===== config.mk =====
export PLATFORM = sky130hd
export DESIGN_NAME = uart_cmd_wrapper
export DESIGN_NICKNAME = d
export VERILOG_FILES = /design/src/rtl/uart_cmd_wrapper.sv
export SDC_FILE = /design/constraint.sdc
export NUM_CORES = 1
export LEC_CHECK = 0
export ABC_CLOCK_PERIOD_IN_PS = 6400
export CAP_MARGIN = 20
export CORE_MARGIN = 1.5
export CORE_UTILIZATION = 50
export CTS_BUF_LIST = sky130_fd_sc_hd__clkbuf_2
export CTS_CLUSTER_SIZE = 28
export DETAILED_ROUTE_END_ITERATION = 7
export PLACE_DENSITY = 0.69
export SLEW_MARGIN = 15
export SYNTH_ARGS = -nofsm -noshare
export SYNTH_HDL_FRONTEND = slang
export SYNTH_SLANG_ARGS = --single-unit

===== constraint.sdc =====
create_clock -name clk -period 6.4 [get_ports clk]
set_input_delay 1.28 -clock clk [delete_from_list [all_inputs] [get_ports clk]]
set_output_delay 1.28 -clock clk [all_outputs]
set_load 0.02 [all_outputs]

===== src/rtl/uart_cmd_wrapper.sv =====
// Robot-side command receiver: 8N1 UART, two-byte command assembly with inter-byte
// timeout, cmd_rdy/clr_cmd_rdy handshake and a pass-through response transmitter.
module uart_cmd_wrapper #(
  parameter int unsigned TIMEOUT_CYCLES = 100000,
  parameter int unsigned BAUD_CYCLES    = 2604
) (
  input  logic        clk,
  input  logic        rst_n,
  input  logic        RX,
  output logic        TX,
  output logic [15:0] cmd,
  output logic        cmd_rdy,
  input  logic        clr_cmd_rdy,
  output logic        frame_err,
  input  logic [7:0]  resp,
  input  logic        trmt,
  output logic        tx_done
);

  localparam int unsigned BAUD_W  = (BAUD_CYCLES < 2) ? 1 : $clog2(BAUD_CYCLES);
  localparam int unsigned CNT_W   = (TIMEOUT_CYCLES == 0) ? 1 : $clog2(TIMEOUT_CYCLES + 1);
  localparam int unsigned TO_LAST = (TIMEOUT_CYCLES == 0) ? 0 : TIMEOUT_CYCLES - 1;
  localparam bit          TO_EN   = (TIMEOUT_CYCLES != 0);

  localparam logic [BAUD_W-1:0] BAUD_LAST = BAUD_W'(BAUD_CYCLES - 1);
  localparam logic [BAUD_W-1:0] BAUD_HALF = BAUD_W'(BAUD_CYCLES / 2);
  localparam logic [CNT_W-1:0]  CNT_LAST  = CNT_W'(TO_LAST);
  localparam logic [CNT_W-1:0]  CNT_MAX   = '1;

  typedef enum logic {IDLE, WAIT_LOW} state_t;

  // ---------------- UART receiver ----------------
  logic              rx_s1_q, rx_s2_q;
  logic              rx_busy_q;
  logic [BAUD_W-1:0] rx_baud_q;
  logic [3:0]        rx_bits_q;
  logic [7:0]        rx_shift_q;
  logic              rx_rdy_q;
  logic              clr_rx_rdy_c;

  // Two-flop synchronizer; idle-high reset avoids a false start bit.
  always_ff @(posedge clk or negedge rst_n) begin
    if (!rst_n) begin
      rx_s1_q <= 1'b1;
      rx_s2_q <= 1'b1;
    end else begin
      rx_s1_q <= RX;
      rx_s2_q <= rx_s1_q;
    end
  end

  // Samples mid-bit: start bit re-checked, 8 data bits LSB first, stop bit qualifies rx_rdy.
  always_ff @(posedge clk or negedge rst_n) begin
    if (!rst_n) begin
      rx_busy_q  <= 1'b0;
      rx_baud_q  <= '0;
      rx_bits_q  <= '0;
      rx_shift_q <= '0;
      rx_rdy_q   <= 1'b0;
    end else begin
      if (clr_rx_rdy_c) rx_rdy_q <= 1'b0;
      if (!rx_busy_q) begin
        if (!rx_s2_q) begin
          rx_busy_q <= 1'b1;
          rx_baud_q <= BAUD_HALF;
          rx_bits_q <= '0;
        end
      end else if (rx_baud_q == '0) begin
        rx_baud_q <= BAUD_LAST;
        rx_bits_q <= rx_bits_q + 4'd1;
        if (rx_bits_q == 4'd0) begin
          if (rx_s2_q) rx_busy_q <= 1'b0;
        end else if (rx_bits_q == 4'd9) begin
          rx_busy_q <= 1'b0;
          rx_rdy_q  <= rx_s2_q;
        end else begin
          rx_shift_q <= {rx_s2_q, rx_shift_q[7:1]};
        end
      end else begin
        rx_baud_q <= rx_baud_q - BAUD_W'(1);
      end
    end
  end

  // The FSM accepts a byte in every state, so the clear is the ready itself.
  assign clr_rx_rdy_c = rx_rdy_q;

  // ---------------- UART transmitter ----------------
  logic              tx_busy_q;
  logic [BAUD_W-1:0] tx_baud_q;
  logic [3:0]        tx_bits_q;
  logic [9:0]        tx_shift_q;
  logic              tx_done_q;

  always_ff @(posedge clk or negedge rst_n) begin
    if (!rst_n) begin
      tx_busy_q  <= 1'b0;
      tx_baud_q  <= '0;
      tx_bits_q  <= '0;
      tx_shift_q <= '1;
      tx_done_q  <= 1'b0;
    end else begin
      tx_done_q <= 1'b0;
      if (!tx_busy_q) begin
        if (trmt) begin
          tx_shift_q <= {1'b1, resp, 1'b0};
          tx_busy_q  <= 1'b1;
          tx_baud_q  <= BAUD_LAST;
          tx_bits_q  <= '0;
        end
      end else if (tx_baud_q == '0) begin
        tx_shift_q <= {1'b1, tx_shift_q[9:1]};
        tx_baud_q  <= BAUD_LAST;
        if (tx_bits_q == 4'd9) begin
          tx_busy_q <= 1'b0;
          tx_done_q <= 1'b1;
        end else begin
          tx_bits_q <= tx_bits_q + 4'd1;
        end
      end else begin
        tx_baud_q <= tx_baud_q - BAUD_W'(1);
      end
    end
  end

  assign TX      = tx_shift_q[0];
  assign tx_done = tx_done_q;

  // ---------------- Command assembly FSM ----------------
  state_t           state_q;
  logic [7:0]       high_q;
  logic [15:0]      cmd_q;
  logic             cmd_rdy_q;
  logic             frame_err_q;
  logic [CNT_W-1:0] to_cnt_q;

  // A completing frame overrides a same-cycle clr_cmd_rdy because it is assigned last.
  always_ff @(posedge clk or negedge rst_n) begin
    if (!rst_n) begin
      state_q     <= IDLE;
      high_q      <= '0;
      cmd_q       <= '0;
      cmd_rdy_q   <= 1'b0;
      frame_err_q <= 1'b0;
      to_cnt_q    <= '0;
    end else begin
      frame_err_q <= 1'b0;
      if (clr_cmd_rdy) cmd_rdy_q <= 1'b0;
      case (state_q)
        IDLE: begin
          if (rx_rdy_q) begin
            high_q    <= rx_shift_q;
            cmd_rdy_q <= 1'b0;
            to_cnt_q  <= '0;
            state_q   <= WAIT_LOW;
          end
        end
        WAIT_LOW: begin
          if (rx_rdy_q) begin
            cmd_q     <= {high_q, rx_shift_q};
            cmd_rdy_q <= 1'b1;
            state_q   <= IDLE;
          end else if (TO_EN && (to_cnt_q == CNT_LAST)) begin
            high_q      <= '0;
            frame_err_q <= 1'b1;
            state_q     <= IDLE;
          end else if (to_cnt_q != CNT_MAX) begin
            to_cnt_q <= to_cnt_q + CNT_W'(1);
          end
        end
        default: state_q <= IDLE;
      endcase
    end
  end

  assign cmd       = cmd_q;
  assign cmd_rdy   = cmd_rdy_q;
  assign frame_err = frame_err_q;

endmodule


==> impl_metrics.toml <==
[sta]
slew_headroom = 0.322
fin_worst_skew_ps = 25.2
min_period_ps = 3020
rsz0062_at_grt = "no"
setup_viol = 0
setup_tns_ps = 0
slew_viol_final = 0
period_share = 0.472
fmax_mhz = 331
hold_viol_final = 0
tightest_slew_ps = 1010
timing.final.ws_setup_ps = 3380

[setup_path]
worstSetupStartpointType = "register"
critical_path.top_delay_family = "flip-flops"
crit_path_top_delay_cell = "dfstp_2"
path_max_fanout = 3
worst_setup_path_end_kind = "output port"
slowest_delay_ps = 600
r2r_cells = 6
critPathKind = "register to output port"
cp.required_ps = 5120
reg2reg_from = "state_q"
regToRegSetupSlack_ps = 3560
crit_buf_inv = 1
crit_chain = "clkdlybuf4s50_1"
critPathArrivalTime_ps = 1740
worstReg2RegEnd = "to_cnt_q[13]"

[global_routing]
grt_pass1_wl_um = 15700
grt_pass1_vias = 3379
grt_max_degree = 62
grt_util_all_layers = 0.189
overflow = 0
grt_antenna_before_repair = 0

[placement]
globalplace.congestion = 0.923
port_buffers = 32
hpwlAfterDp_um = 6180
place_ws_ps = 3490

[min_path]
holdPathEnd = "rx_s2_q"
worstHoldStart = "rx_s1_q"
hold_class = "register to register"
whs_path_depth = 0

[power_and_ir_drop]
power_frac_clock = 0.232
p_per_area_mw_per_mm2 = 206
power_uw = 1120
internal_power_uw = 785
p_sw_uw = 338
leakagePower_uw = 0.00241
switching_share = 0.301
sequentialPowerShare = 0.656
combPwrFrac = 0.113
ir_worst_vdd_v = 0.000135

[routing]
route.detailed.drc = 0
drtIter0Drc = 97
routed_wl_um = 9260
avgRoutedWirePerCell_um = 14.6
viasPerCell = 5.64
dr.pass1.iters = 6
num_vias = 3565
ant_nets = 0

[layout]
fillers = 833
finalNetCount = 521
drive_above_1_share = 0.132
final_util = 0.563
antenna_cells = 0
areaGrowthSynthToFinish_pct = 10.4

[flow_run]
max_cap_violations = 0

[floorplan]
initial_utilization = 0.510
die_x_um = 102
core_area_mm2 = 0.00968
dieArea_mm2 = 0.0105
num_io_pins = 33
core.rowCount = 36
die_y_um = 102

[logic_synthesis]
synth_most_common_cell = "dfrtp_1"
synth_cells = 470
synth-seq-cells = 99
synth_common_cells = "88 x dfrtp_1, 50 x nand2_1, 31 x o21ai_0"
syn-cell-area_mm2 = 0.00494
synth_top_area_cell = "dfrtp_1"
syn_nets = 496
ys_seq_area_frac = 0.504
ys_async_sr_fraction = 1.00
synth_warnings = 0
synthTopCellsByArea = "dfrtp_1 45%, mux2_2 5.9%, dfstp_2 5.8%, nand2_1 3.8%, ha_1 3.3%"
synth_cell_types = 62
syn_area_per_cell_um2 = 10.5
synth_edf_count = 0
synth-main-ff-cell = "dfrtp_1"
synthDominantCellAreaShare = 0.446

[clocking]
post_cts.repair.setup_buffers = 0
clock_sinks = 99
clock_latency_ps = 560
cts_tree = "built"
cts.clk_slew.worst_paths_ps = 240
cts_buffers = 9
h-tree-depth = 3
cts-resized-gates = 0
cts_hold_buf = 0
cts-root-buf = "clkbuf_2"
cts_buffer_depth = 2

[status]
status = "complete, no violations"
logic make-up (layout without fill, tap and decap cells):
family | after synthesis | count (layout) | share of synthesized area
buf+inv | 37 | 66 | 0.0286
compound gates | 103 | 103 | 0.136
xor+xnor | 11 | 11 | 0.0195
fa+ha+maj | 13 | 13 | 0.0329
simple gates | 167 | 167 | 0.191
flops | 99 | 99 | 0.504
mux | 40 | 40 | 0.0876
metal layers:
layer | routed length (um) | track usage | vias to the layer above | part of all wire
met1 | 4570 | 0.262 | 1727 | 0.49
met4 | 97 | 0.0622 | 0 | 0.010
met2 | 4290 | 0.299 | 63 | 0.46
met5 | 0 | 0 | - | 0
met3 | 297 | 0.0390 | 9 | 0.032
li1 | - | - | 1766 | -
worst max-delay path by stage:
stage	startpoint	to	slack [ps]	cells past startpoint
floorplan	to_cnt_q[0]	to_cnt_q[15]	4060	9
global placement	trmt	tx_baud_q[3]	3610	5
detailed placement	trmt	tx_baud_q[3]	3490	5
CTS	tx_shift_q[0]	TX	3330	1
global route	tx_shift_q[0]	TX	3290	1
finish	tx_shift_q[0]	TX	3380	1
layout by cell type, fill, tap and decap left out, types with 3 or more instances in the layout:
master,netlist,layout
a22o_1,10,10
or3_1,6,6
o211ai_1,4,4
o22ai_1,7,7
nor4bb_1,3,3
a31oi_1,4,4
inv_1,15,15
a211o_1,3,3
nand4b_1,4,4
o21ai_0,31,31
nor4_1,7,7
a21boi_0,3,3
nand3b_1,4,4
o31ai_1,3,3
nor2b_1,7,7
nand4_1,9,9
nor2_1,26,26
nand3_1,15,15
clkdlybuf4s50_1,0,31
xor2_1,6,6
nor3_1,11,11
and3_1,3,3
a21oi_1,23,23
nand2b_1,3,3
xnor2_1,5,5
dfrtp_1,88,88
buf_4,0,4
clkbuf_2,1,9
mux2_2,26,26
ha_1,13,13
dfstp_2,11,11
mux2i_1,14,14
nor4b_1,4,4
nand2_1,50,50
state kept, by name (all words and copies together) (netlist names), 4 cells and up:
| name | flops |
|---|---|
| tx_shift_q | 9 |
| rx_shift_q | 8 |
| tx_bits_q | 4 |
| cmd | 16 |
| high_q | 8 |
| to_cnt_q | 17 |
| rx_bits_q | 4 |
| tx_baud_q | 12 |
| rx_baud_q | 12 |
worst register-to-register path, stage by stage (launching register included):
cell	delay (ps)
dfrtp_1	670
clkinv_1	360
ha_1	400
a21bo_2	350
or4_4	550
or3_1	330
a21oi_1	150
power groups by stage:
stage          logic [uW]  registers (uW)  clock network, uW
2_1_floorplan        87.9             731                  0
3_3_place_gp          122             744                  0
3_5_place_dp          129             745                  0
4_1_cts               128             736                273
5_1_grt               147             745                292
6_report              126             737                260
stage by stage:
step	area [um2]	cells	hold WS (ps)
finish	5450	632	375
global route	5450	632	387
CTS	5450	632	379
detailed placement	5370	617	350
global placement	5370	617	347
floorplan	4940	470	345
layout make-up:
cell class / count / area (um2) / area share
sequential: 99 / 2490 / 0.457
multi-input combinational: 334 / 2310 / 0.423
timing repair buffer: 35 / 340 / 0.0624
tap: 133 / 166 / 0.0305
inverter: 16 / 60.1 / 0.0110
clock buffer: 9 / 45.0 / 0.00826
clock inverter: 6 / 41.3 / 0.00757
Note: power is estimated with default switching activity, not from simulation.
